<file path="config.mk">
export PLATFORM = sky130hd
export DESIGN_NAME = stack16_flat
export DESIGN_NICKNAME = d
export VERILOG_FILES = /design/src/rtl/stack16_pkg.sv /design/src/rtl/stack16_if.sv /design/src/rtl/stack16_ram.sv /design/src/rtl/stack16.sv /design/src/flat_wrapper.sv
export SDC_FILE = /design/constraint.sdc
export NUM_CORES = 1
export LEC_CHECK = 0
export ABC_CLOCK_PERIOD_IN_PS = 5950
export BUFFER_PORTS_ARGS = -buffer_cell sky130_fd_sc_hd__clkbuf_2
export CORE_ASPECT_RATIO = 1.1
export CORE_MARGIN = 10
export CORE_UTILIZATION = 65
export CTS_CLUSTER_DIAMETER = 150
export DETAILED_ROUTE_END_ITERATION = 10
export PLACE_DENSITY_LB_ADDON = 0.1
export REMOVE_ABC_BUFFERS = 1
export SLEW_MARGIN = 30
export SYNTH_ARGS = -nofsm -noshare
export SYNTH_HDL_FRONTEND = slang
export SYNTH_SLANG_ARGS = --single-unit
</file>
<file path="constraint.sdc">
create_clock -name CLK -period 5.95 [get_ports CLK]
set_clock_uncertainty 0.15 [all_clocks]
set_input_delay 0.595 -clock CLK [delete_from_list [all_inputs] [get_ports CLK]]
set_output_delay 0.595 -clock CLK [all_outputs]
set_load 0.05 [all_outputs]
</file>
<file path="src/rtl/stack16_pkg.sv">
// Shared definitions for the stack16 LIFO: default geometry and the {PUSH,POP} op codes.
package stack16_pkg;

  localparam int WIDTH_DEF = 16;
  localparam int DEPTH_DEF = 16;
  localparam int CW_DEF    = $clog2(DEPTH_DEF) + 1;

  localparam logic [1:0] OP_NONE = 2'b00;
  localparam logic [1:0] OP_POP  = 2'b01;
  localparam logic [1:0] OP_PUSH = 2'b10;
  localparam logic [1:0] OP_REPL = 2'b11;

endpackage

</file>
<file path="src/rtl/stack16_if.sv">
// Push/pop request and status bundle between the datapath (master) and the stack (slave).
interface stack16_if
  import stack16_pkg::*;
#(
  parameter int WIDTH = WIDTH_DEF,
  parameter int CW    = CW_DEF
) ();

  logic             PUSH;
  logic             POP;
  logic [WIDTH-1:0] D;
  logic [WIDTH-1:0] Q;
  logic [CW-1:0]    COUNT;
  logic             EMPTY;
  logic             FULL;
  logic             OVF;
  logic             UNF;

  modport master (
    output PUSH, POP, D,
    input  Q, COUNT, EMPTY, FULL, OVF, UNF
  );

  modport slave (
    input  PUSH, POP, D,
    output Q, COUNT, EMPTY, FULL, OVF, UNF
  );

endinterface

</file>
<file path="src/rtl/stack16_ram.sv">
// Stack storage: one synchronous write port, one asynchronous read port, no reset on the array.
module stack16_ram #(
  parameter int WIDTH = 16,
  parameter int DEPTH = 16,
  parameter int AW    = 4
) (
  input  logic             CLK,
  input  logic             we,
  input  logic [AW-1:0]    waddr,
  input  logic [WIDTH-1:0] wdata,
  input  logic [AW-1:0]    raddr,
  output logic [WIDTH-1:0] rdata
);

  logic [WIDTH-1:0] mem [DEPTH];

  always_ff @(posedge CLK) begin
    if (we) mem[waddr] <= wdata;
  end

  assign rdata = mem[raddr];

endmodule

</file>
<file path="src/rtl/stack16.sv">
// LIFO stack top: op decode, entry count, registered top-of-stack and sticky error flags.
module stack16
  import stack16_pkg::*;
#(
  parameter int WIDTH = WIDTH_DEF,
  parameter int DEPTH = DEPTH_DEF,
  parameter int CW    = CW_DEF
) (
  input logic      CLK,
  input logic      RES,
  stack16_if.slave bus
);

  localparam int AW = $clog2(DEPTH);

  logic [CW-1:0]    cnt, cnt_n;
  logic [WIDTH-1:0] q, q_n;
  logic             empty_r, full_r;
  logic             ovf, ovf_n, unf, unf_n;
  logic             we;
  logic [AW-1:0]    waddr, raddr;
  logic [WIDTH-1:0] rdata;
  logic [1:0]       op;

  assign op = {bus.PUSH, bus.POP};

  // The entry below the top sits at COUNT-2; only consulted when COUNT>=2.
  assign raddr = AW'(cnt - CW'(2));

  stack16_ram #(.WIDTH(WIDTH), .DEPTH(DEPTH), .AW(AW)) u_ram (
    .CLK   (CLK),
    .we    (we),
    .waddr (waddr),
    .wdata (bus.D),
    .raddr (raddr),
    .rdata (rdata)
  );

  always_comb begin
    we    = 1'b0;
    waddr = cnt[AW-1:0];
    cnt_n = cnt;
    q_n   = q;
    ovf_n = ovf;
    unf_n = unf;
    case (op)
      OP_PUSH: begin
        if (!full_r) begin
          we    = 1'b1;
          cnt_n = cnt + CW'(1);
          q_n   = bus.D;
        end else begin
          ovf_n = 1'b1;
        end
      end
      OP_POP: begin
        if (!empty_r) begin
          cnt_n = cnt - CW'(1);
          q_n   = (cnt >= CW'(2)) ? rdata : '0;
        end else begin
          unf_n = 1'b1;
        end
      end
      OP_REPL: begin
        we  = 1'b1;
        q_n = bus.D;
        if (!empty_r) begin
          waddr = AW'(cnt - CW'(1));
        end else begin
          // Nothing to pop: behaves as a plain push, but the pop attempt is still an underflow.
          cnt_n = cnt + CW'(1);
          unf_n = 1'b1;
        end
      end
      default: ;
    endcase
    if (RES) we = 1'b0;
  end

  always_ff @(posedge CLK) begin
    if (RES) begin
      cnt     <= '0;
      q       <= '0;
      empty_r <= 1'b1;
      full_r  <= 1'b0;
      ovf     <= 1'b0;
      unf     <= 1'b0;
    end else begin
      cnt     <= cnt_n;
      q       <= q_n;
      empty_r <= (cnt_n == '0);
      full_r  <= (cnt_n == CW'(DEPTH));
      ovf     <= ovf_n;
      unf     <= unf_n;
    end
  end

  assign bus.Q     = q;
  assign bus.COUNT = cnt;
  assign bus.EMPTY = empty_r;
  assign bus.FULL  = full_r;
  assign bus.OVF   = ovf;
  assign bus.UNF   = unf;

endmodule

</file>
<file path="src/flat_wrapper.sv">
// flat-port wrapper written by rule: the top's interface ports become plain ports
module stack16_flat import stack16_pkg::*;
#(
  parameter int WIDTH = WIDTH_DEF,
  parameter int DEPTH = DEPTH_DEF,
  parameter int CW    = CW_DEF
)
  (CLK, RES, bus_PUSH, bus_POP, bus_D, bus_Q, bus_COUNT, bus_EMPTY, bus_FULL, bus_OVF, bus_UNF);
  stack16_if #(.WIDTH(WIDTH), .CW(CW)) bus_i ();
  input logic CLK;
  input logic RES;
  input wire logic [$bits(bus_i.PUSH)-1:0] bus_PUSH;
  input wire logic [$bits(bus_i.POP)-1:0] bus_POP;
  input wire logic [$bits(bus_i.D)-1:0] bus_D;
  output wire logic [$bits(bus_i.Q)-1:0] bus_Q;
  output wire logic [$bits(bus_i.COUNT)-1:0] bus_COUNT;
  output wire logic [$bits(bus_i.EMPTY)-1:0] bus_EMPTY;
  output wire logic [$bits(bus_i.FULL)-1:0] bus_FULL;
  output wire logic [$bits(bus_i.OVF)-1:0] bus_OVF;
  output wire logic [$bits(bus_i.UNF)-1:0] bus_UNF;
  assign bus_i.PUSH = bus_PUSH;
  assign bus_i.POP = bus_POP;
  assign bus_i.D = bus_D;
  assign bus_Q = bus_i.Q;
  assign bus_COUNT = bus_i.COUNT;
  assign bus_EMPTY = bus_i.EMPTY;
  assign bus_FULL = bus_i.FULL;
  assign bus_OVF = bus_i.OVF;
  assign bus_UNF = bus_i.UNF;
  stack16 #(.WIDTH(WIDTH), .DEPTH(DEPTH), .CW(CW)) u_core (.CLK(CLK), .RES(RES), .bus(bus_i));
endmodule
</file>
### Yosys cells after proc, flatten, opt, wreduce, memory -nomap -nowiden

Memories as Yosys holds them, arrays and structs flattened.
Cells that the tools add are included.

* register bits: 25
* bits in writable memories: 256
* bits of input ports: 20
* output and inout bits: 25
* logic and storage cells: 38
* memories kept: 1

* $add $sub $neg: 3
* magnitude comparators: 1
* equality and inequality tests: 6
* muxes and demuxes: 15
* reduce and logical (&&, ||, !) cells: 6

Memories
* u_core.u_ram.mem: words 16, width 16, rd ports 1, clocked after memory_dff 0, write ports 1, line stack16_ram.sv:15 `logic [WIDTH-1:0] mem [DEPTH];`

Operators by type and width (number)
* $mux 16: 3
* $pmux 16 s3: 1
* $mux 5: 3
* $pmux 5 s3: 1
* $mux 4: 2
* $add 5x1->5 const B: 1
* $eq 5x5->1 const B: 1
* $ge 5x2->1 const B: 1
* $logic_not 5->1: 1
* $sub 5x1->5 const B: 1
* $eq 2x2->1 const B: 2
* $mux 1: 4
* $ne 2x2->1 const B: 2
* $reduce_and 2->1: 2
* $sub 4x2->4 const B: 1
* $reduce_and 3->1: 1
* $reduce_bool 3->1: 1
* $eq 2x1->1 const B: 1
* $pmux 1 s2: 1
* $reduce_or 2->1: 1

### Logic depth before layout (Yosys ltp)

Gate-level depths: netlist of the first run.

* word-level depth: 5
* gate-level depth with buffers: 11
* gate-level depth less buffers: 7

### Hierarchy

Synthesis of the first run repeated with hierarchy kept, for this count alone.

* cells, all modules: 583
* area total of the unflattened synthesis: 11150.7 um^2

Modules (own cells, without submodules)
* stack16_ram: times used 1, cells an instance 416, area an instance 9723.1 um^2, sequential area each 7687.4 um^2
* stack16: times used 1, cells an instance 167, area an instance 1427.6 um^2, sequential area each 500.5 um^2

### Worst setup path before layout of the first run

No wires, ideal clock.

* kind: register to register
* from: register u_core.cnt[1], in the netlist u_core.bus.COUNT[1]
* to: memory u_core.u_ram.mem[14][0] (enable)
* library setup time: 388 ps
* arrival time: 2779 ps
* required time: 5412 ps
* setup slack: 2633 ps
* cell stages (with the launch flop): 10
* buffers on the path: 2
* path through: dfxtp_1 -> clkbuf_1 -> inv_2 -> clkbuf_1 -> ha_1 -> nand2_1 -> nand4_1 -> xnor2_1 -> nand2_1 -> nor2_1

* longest elaborated chain between the ends: 3

RTL lines
* from (decl): line stack16.sv:16 `logic [CW-1:0] cnt, cnt_n;`
* from (signal assigned): line stack16.sv:89 `cnt <= cnt_n;`
* $sub 5x1->5
* $mux 4: line stack16.sv:67 `if (!empty_r) begin`
* $mux 4 *: line stack16.sv:46 `case (op)`
* to (decl): line stack16_ram.sv:15

Mark *: on every way between the ends. The rest lies on a longest branch, timed or not.

### Final worst setup path of the first run

* from: register u_core.cnt[1], in the netlist u_core.bus.COUNT[1]
* to: register u_core.q[9], in the netlist u_core.bus.Q[9]

* longest elaborated chain between the ends: 5
* elaborated cells between the ends (all ways): 6
* those cells by class: add/sub: 1; order compare: 1; mux: 3; memory: 1

RTL lines
* $sub 4x2->4: line stack16.sv:28 `assign raddr = AW'(cnt - CW'(2));`
* $mem_v2 16x16
* $mux 16 *: line stack16.sv:59 `q_n = (cnt >= CW'(2)) ? rdata : '0;`
* $mux 16 *: line stack16.sv:57 `if (!empty_r) begin`
* $pmux 16 s3 *: line stack16.sv:46
* to (signal assigned): line stack16.sv:90 `q <= q_n;`
* to (decl): line stack16.sv:17 `logic [WIDTH-1:0] q, q_n;`

Mark *: on every way between the ends. The rest lies on a longest branch, timed or not. The select of a mux whose other input is x is not followed.
A chain may end at the register's enable or synchronous reset.

==> flow_metrics.env, run 1 <==
export IMPL_critical_path_required_ps=6180
export IMPL_antenna_violating_nets_post_route=0
export IMPL_setup_total_negative_slack_ps=0
export IMPL_fmax_mhz=245
export IMPL_critPathCapture="u_core.bus.Q[9]"
export IMPL_io_pins=45
export IMPL_synth_adder_area_share_pct=0.651
export IMPL_layout_cells_most_common_list="sky130_fd_sc_hd__edfxtp_1 (256), sky130_fd_sc_hd__nand2_1 (111), sky130_fd_sc_hd__mux4_2 (64)"
export IMPL_worstSetupPathType="reg2reg"
export IMPL_num_vias=6524
export IMPL_fin_crit_ps=4090
export IMPL_yosysWarnings=0
export IMPL_port_buffers=44
export IMPL_setup_viol_count_final=0
export IMPL_yosysSeqAreaShare_pct=71.0
export IMPL_synth_compound_area_share_pct=3.63
export IMPL_fin_ws_ps=1860
export IMPL_reg2reg_slack_ps=1860
export IMPL_ys_async_rst_share_pct=0
export IMPL_rows=51
export IMPL_cts_sink_count=281
export IMPL_grt_start_max_net_pins=41
export IMPL_post_synth_inst_count=694
export IMPL_critical_r2r_capture="u_core.bus.Q[9]"
export IMPL_place_ws_ps=1910
export IMPL_cpMaxStageDelayCell="sky130_fd_sc_hd__ha_2"
export IMPL_maxCapViolCount=0
export IMPL_detailed_place_hpwl_um=16400
export IMPL_synth_top_area_share_pct=66.7
export IMPL_post_cts_resize_count=0
export IMPL_die_width_um=147
export IMPL_cts_tree="built"
export IMPL_cts_buffers=27
export IMPL_antenna_cells=0
export IMPL_synth_area_leader_cell="sky130_fd_sc_hd__edfxtp_1"
export IMPL_grt_first_pass_wirelength_um=41800
export IMPL_synthesis_area_mm2=0.0115
export IMPL_top_fanout_value_on_the_critical_path=40
export IMPL_grt_pass1_vias=6667
export IMPL_muxShareOfSynthArea_pct=14.2
export IMPL_synth_simple_gate_area_share_pct=7.90
export IMPL_report_final_slew_viol_count=0
export IMPL_post_cts_hold_buffer_count=0
export IMPL_syn2layout_area_growth_pct=10.6
export IMPL_routed_wire_length_per_instance_um=27.6
export IMPL_clockBufferDepth=3
export IMPL_power_after_layout_mw=5.26
export IMPL_floorplan_die_area_mm2=0.0235
export IMPL_initial_core_util_pct=65.7
export IMPL_detail_route_wirelength_um=27300
export IMPL_total_number_of_nets_in_the_final_design=758
export IMPL_grt_setup_unrepaired="false"
export IMPL_worstReg2RegStart="u_core.bus.COUNT[1]"
export IMPL_cpLargestDelayFamily="buffers and inverters"
export IMPL_chipHeight_um=160
export IMPL_post_cts_repair_setup_buffers=0
export IMPL_synth_seq_cells=281
export IMPL_source_of_the_critical_timing_path="u_core.bus.COUNT[1]"
export IMPL_layout_worst_path_cycle_share_pct=68.7
export IMPL_worst_hold_slack_ps=330
export IMPL_cp_end_kind="register"
export IMPL_grtUsageTotal_pct=23.6
export IMPL_post_synth_xor_area_fraction_pct=0.532
export IMPL_worst_max_slew_margin_expressed_relative_to_the_limit_pct=33.6
export IMPL_vdd_ir_drop_max_v=0.000283
export IMPL_h_tree_depth=1
export IMPL_routed_via_density=6.60
export IMPL_timing_reg2reg_worst_path_depth=9
export IMPL_static_leakage_power_nw=4.29
export IMPL_main_combinational_cell_family_by_area_after_synthesis="multiplexers"
export IMPL_post_synth_num_cell_types=48
export IMPL_routabilityCongestion=0.897
export IMPL_path_cells="buf_4 -> inv_2 -> ha_2 -> buf_4 -> mux4_2 -> nand2_1 -> nand2_1 -> a221oi_1 -> nor3_1"
export IMPL_final_layout_size_suffix_gt1_share_pct=23.9
export IMPL_tightestPinTransition_ps=995
export IMPL_grt_antenna_before_repair=0
export IMPL_synth_avg_cell_area_um2=16.6
export IMPL_run_status="finished clean"
export IMPL_clk_latency_ps=530
export IMPL_critical_path_max_stage_delay_ps=1060
export IMPL_final_hold_violation_count=0
export IMPL_critPathArrivalTime_ps=4320
export IMPL_final_common_cell="sky130_fd_sc_hd__edfxtp_1"
export IMPL_worstHoldPathType="reg2reg"
export IMPL_cts_root_buf="sky130_fd_sc_hd__clkbuf_16"
export IMPL_power_per_cell_area_mw_per_mm2=412
export IMPL_synth_flop_cell="sky130_fd_sc_hd__edfxtp_1"
export IMPL_core_area_mm2=0.0175
export IMPL_timing_critical_path_depth=9
export IMPL_worst_setup_path_start_kind="register"
export IMPL_route_detailed_drc=0
export IMPL_initialDrtViolationCount=755
export IMPL_cts_clk_slew_worst_paths_ps=60
export IMPL_synth_edff_count=256
export IMPL_drt_pass1_iter_count=5
export IMPL_global_route_overflow=0
export IMPL_critical_path_buf_inv_count=3
export IMPL_synth_top_cells_by_area="sky130_fd_sc_hd__edfxtp_1 (67%), sky130_fd_sc_hd__mux4_2 (12%), sky130_fd_sc_hd__dfxtp_1 (4.3%)"
## cell families (layout without fill, tap and decap cells)
logic type | Yosys count | in the layout
multiplexers | 83 | 83
adder cells (fa/ha/maj) | 6 | 6
XOR/XNOR | 7 | 7
flip-flops | 281 | 281
buffers and inverters | 46 | 102
AND/OR/NAND/NOR | 211 | 211
AO/OA/AOI/OAI | 60 | 60
## cells in the mapped netlist (2+ instances only)
cell,instances
sky130_fd_sc_hd__edfxtp_1,256
sky130_fd_sc_hd__nand2_1,111
sky130_fd_sc_hd__mux4_2,64
sky130_fd_sc_hd__nor2_1,55
sky130_fd_sc_hd__dfxtp_1,25
sky130_fd_sc_hd__a21oi_1,22
sky130_fd_sc_hd__nor3_1,19
sky130_fd_sc_hd__mux2i_1,18
sky130_fd_sc_hd__a221oi_1,16
sky130_fd_sc_hd__buf_2,16
sky130_fd_sc_hd__clkbuf_1,10
sky130_fd_sc_hd__o21ai_0,7
sky130_fd_sc_hd__buf_6,6
sky130_fd_sc_hd__ha_1,6
sky130_fd_sc_hd__inv_1,6
sky130_fd_sc_hd__buf_1,5
sky130_fd_sc_hd__xnor2_1,5
sky130_fd_sc_hd__nand2b_1,4
sky130_fd_sc_hd__nor2b_1,4
sky130_fd_sc_hd__a31oi_1,3
sky130_fd_sc_hd__nand3_1,3
sky130_fd_sc_hd__buf_4,2
sky130_fd_sc_hd__nand3b_1,2
sky130_fd_sc_hd__nand4_1,2
sky130_fd_sc_hd__nor3b_2,2
sky130_fd_sc_hd__o21a_1,2
sky130_fd_sc_hd__xor2_1,2
## power breakdown
group	internal, mW	total, mW	switching, mW	leakage [nW]
clock network	0.874	1.57	0.700	0.395
registers	2.25	2.37	0.119	2.51
logic	0.496	1.31	0.816	1.38
total	3.62	5.26	1.64	4.29
## routing by layer
layer	GRT usage (%)	share of wire (%)	up-vias
met2	36.6	48	335
met4	10.9	4.4	0
met5	0	0	-
met1	32.1	39	3340
met3	4.18	8.5	74
li1	-	-	2775
## metrics by stage
step / cell area [µm²] / util, % / instances
CTS: 12700 / 72.5 / 988
global route: 12800 / 72.7 / 988
finish: 12800 / 72.7 / 988
global placement: 11900 / 67.9 / 941
floorplan: 11300 / - / 655
detailed placement: 11900 / 67.9 / 941
## state kept, by name, indices dropped and copies added (netlist names)
register and flops:
u_core.bus.OVF 1, u_core.u_ram.mem 256, u_core.bus.UNF 1, u_core.bus.EMPTY 1, u_core.bus.Q 16, u_core.bus.FULL 1
u_core.bus.COUNT 5
## worst min path at each step
stage	startpoint	endpoint	slack (ps)	depth (start not counted)
detailed placement	u_core.bus.OVF	u_core.bus.OVF	310	2
finish	u_core.bus.UNF	u_core.bus.UNF	330	1
global route	u_core.bus.OVF	u_core.bus.OVF	340	2
global placement	u_core.bus.OVF	u_core.bus.OVF	300	2
floorplan	RES	u_core.bus.COUNT[2]	510	1
CTS	u_core.bus.OVF	u_core.bus.OVF	320	2
## cell type report
| cell class | count | area, µm² |
|---|---|---|
| clock inverters | 15 | 105 |
| multi-input cells | 367 | 3190 |
| clock buffers | 32 | 694 |
| flip-flops and latches | 281 | 8190 |
| fillers | 1112 | 4790 |
| inverters | 7 | 26.3 |
| repair buffers | 48 | 250 |
| well taps | 238 | 298 |
Power figures use the tool's default switching activity.
==> run 2: changes to the inputs <==
- ABC_CLOCK_PERIOD_IN_PS: 5950 -> 3500
- CORE_UTILIZATION: 65 -> 55
- clock period: 5.95 -> 3.5 ns (I/O delays scaled with it)
==> flow_metrics.env, run 2 (synthesis results as in run 1) <==
export IMPL_run_status="finished clean"
export IMPL_setup_viol_count_final=0
export IMPL_static_leakage_power_nw=4.50
export IMPL_fin_crit_ps=2820
export IMPL_cts_tree="built"
export IMPL_proportion_of_power_drawn_by_flip_flops_and_latches_pct=43.5
export IMPL_grt_setup_unrepaired="false"
export IMPL_critical_path_required_ps=3600
export IMPL_drt_pass1_iter_count=5
export IMPL_routabilityCongestion=0.845
export IMPL_worst_max_slew_margin_expressed_relative_to_the_limit_pct=45.5
export IMPL_antenna_cells=0
export IMPL_num_vias=6537
export IMPL_path_cells="inv_1 -> ha_2 -> nand2_1 -> nand4_1 -> xor2_1 -> nand2_1 -> nor2_2 -> buf_4"
export IMPL_p_sw_mw=2.69
export IMPL_combinational_group_share_of_total_power_pct=25.4
export IMPL_rows=55
export IMPL_final_hold_violation_count=0
export IMPL_power_per_cell_area_mw_per_mm2=686
export IMPL_post_cts_repair_setup_buffers=0
export IMPL_die_width_um=158
export IMPL_detailed_place_hpwl_um=16500
export IMPL_cts_root_buf="sky130_fd_sc_hd__clkbuf_16"
export IMPL_cts_buffers=28
export IMPL_total_number_of_nets_in_the_final_design=791
export IMPL_port_buffers=44
export IMPL_post_cts_resize_count=0
export IMPL_cpMaxStageDelayCell="sky130_fd_sc_hd__dfxtp_1"
export IMPL_grt_pass1_vias=6694
export IMPL_layout_worst_path_cycle_share_pct=80.5
export IMPL_cts_sink_count=281
export IMPL_postLayoutCellArea_mm2=0.0131
export IMPL_maxCapViolCount=0
export IMPL_critical_path_buf_inv_count=2
export IMPL_place_ws_ps=770
export IMPL_floorplan_die_area_mm2=0.0272
export IMPL_place_area_mm2=0.0122
export IMPL_cpLargestDelayFamily="simple AND/OR/NAND/NOR gates"
export IMPL_worstSetupPathType="reg2reg"
export IMPL_internal_power_mw=6.30
export IMPL_tightestPinTransition_ps=814
export IMPL_routed_wire_length_per_instance_um=26.6
export IMPL_clock_power_share_pct=31.1
export IMPL_core_area_mm2=0.0206
export IMPL_final_layout_size_suffix_gt1_share_pct=27.2
export IMPL_vdd_ir_drop_max_v=0.000450
export IMPL_fmax_mhz=355
export IMPL_critical_path_max_stage_delay_ps=560
export IMPL_layout_cells_most_common_list="sky130_fd_sc_hd__edfxtp_1 (256), sky130_fd_sc_hd__nand2_1 (111), sky130_fd_sc_hd__mux4_2 (64)"
export IMPL_detail_route_wirelength_um=27700
export IMPL_route_detailed_drc=0
export IMPL_grt_first_pass_wirelength_um=41900
export IMPL_top_fanout_value_on_the_critical_path=9
export IMPL_fin_ws_ps=683
export IMPL_power_switching_share_pct=29.9
export IMPL_worstHoldPathType="in2reg"
export IMPL_critPathMostFrequentCell="sky130_fd_sc_hd__nand2_1"
export IMPL_initial_core_util_pct=56.0
export IMPL_clockBufferDepth=3
export IMPL_routed_via_density=6.27
export IMPL_dp_cells=990
export IMPL_post_cts_hold_buffer_count=1
export IMPL_cts_clk_slew_worst_paths_ps=60
export IMPL_grt_start_max_net_pins=49
export IMPL_final_common_cell="sky130_fd_sc_hd__edfxtp_1"
export IMPL_clk_latency_ps=540
export IMPL_timing_critical_path_depth=8
export IMPL_syn2layout_area_growth_pct=13.5
export IMPL_grtUsageTotal_pct=20.8
export IMPL_number_of_flip_flops_under_the_largest_register_name=256
export IMPL_grt_antenna_before_repair=0
export IMPL_h_tree_depth=1
export IMPL_timing_reg2reg_worst_path_depth=8
export IMPL_layoutNonFillerInstCount=1043
export IMPL_global_route_overflow=0
export IMPL_min_delay_path_depth=1
export IMPL_antenna_violating_nets_post_route=0
export IMPL_chipHeight_um=172
export IMPL_worst_setup_path_start_kind="register"
export IMPL_critPathArrivalTime_ps=2910
export IMPL_cp_end_kind="register"
export IMPL_regMostFlops="u_core.u_ram.mem"
export IMPL_initialDrtViolationCount=603
export IMPL_report_final_slew_viol_count=0
export IMPL_io_pins=45
==> run 2: final cells by class <==
type	count	area, µm²
Sequential cell	281	8190
Fill cell	1449	7480
Multi-Input combinational cell	367	3150
Clock buffer	34	743
Timing Repair Buffer	80	543
Tap cell	256	320
Clock inverter	18	120
Inverter	7	26.3
==> run 2: worst register-to-register path: cells and delay by family, from the launching register on <==
kind	cells	cell delay [ps]
xor gates and xnor gates	1	240
adders and majority gates	1	210
buffers and inverters	2	450
DFF	1	560
and+or+nand+nor	4	920
==> run 2: worst paths after layout <==
kind	from	endpoint	slack, ps
worst max-delay path	u_core.bus.COUNT[2]	u_core.u_ram.mem[6][15]	680
worst min-delay path	bus_D[10]	u_core.u_ram.mem[5][10]	100
worst max register to register	u_core.bus.COUNT[2]	u_core.u_ram.mem[6][15]	680
worst min register to register	u_core.bus.OVF	u_core.bus.OVF	320
==> run 2: per-layer routing <==
layer | vias up | wire length, µm | GRT usage, %
met5 | - | 0 | 0
li1 | 2835 | - | -
met2 | 287 | 13600 | 33.6
met3 | 49 | 2050 | 3.45
met1 | 3366 | 11300 | 28.5
met4 | 0 | 748 | 6.81
==> run 2: power groups by stage <==
stage	Combinational [mW]	Clock (mW)	Sequential, mW
6_report	2.28	2.79	3.91
2_1_floorplan	1.33	0	4.29
3_5_place_dp	2.29	0	3.98
5_1_grt	2.48	2.99	3.92
3_3_place_gp	2.28	0	3.97
4_1_cts	2.31	2.84	3.91
==> run 2: stage by stage <==
step | utilization, % | hold WS [ps] | TNS (ps) | power (mW)
2_1_floorplan | - | 269 | -591580 | 5.62
3_3_place_gp | 59.4 | 299 | 0 | 6.26
3_5_place_dp | 59.4 | 308 | 0 | 6.27
4_1_cts | 63.6 | 84.8 | 0 | 9.06
5_1_grt | 63.6 | 117 | 0 | 9.38
6_report | 63.6 | 101 | 0 | 8.99
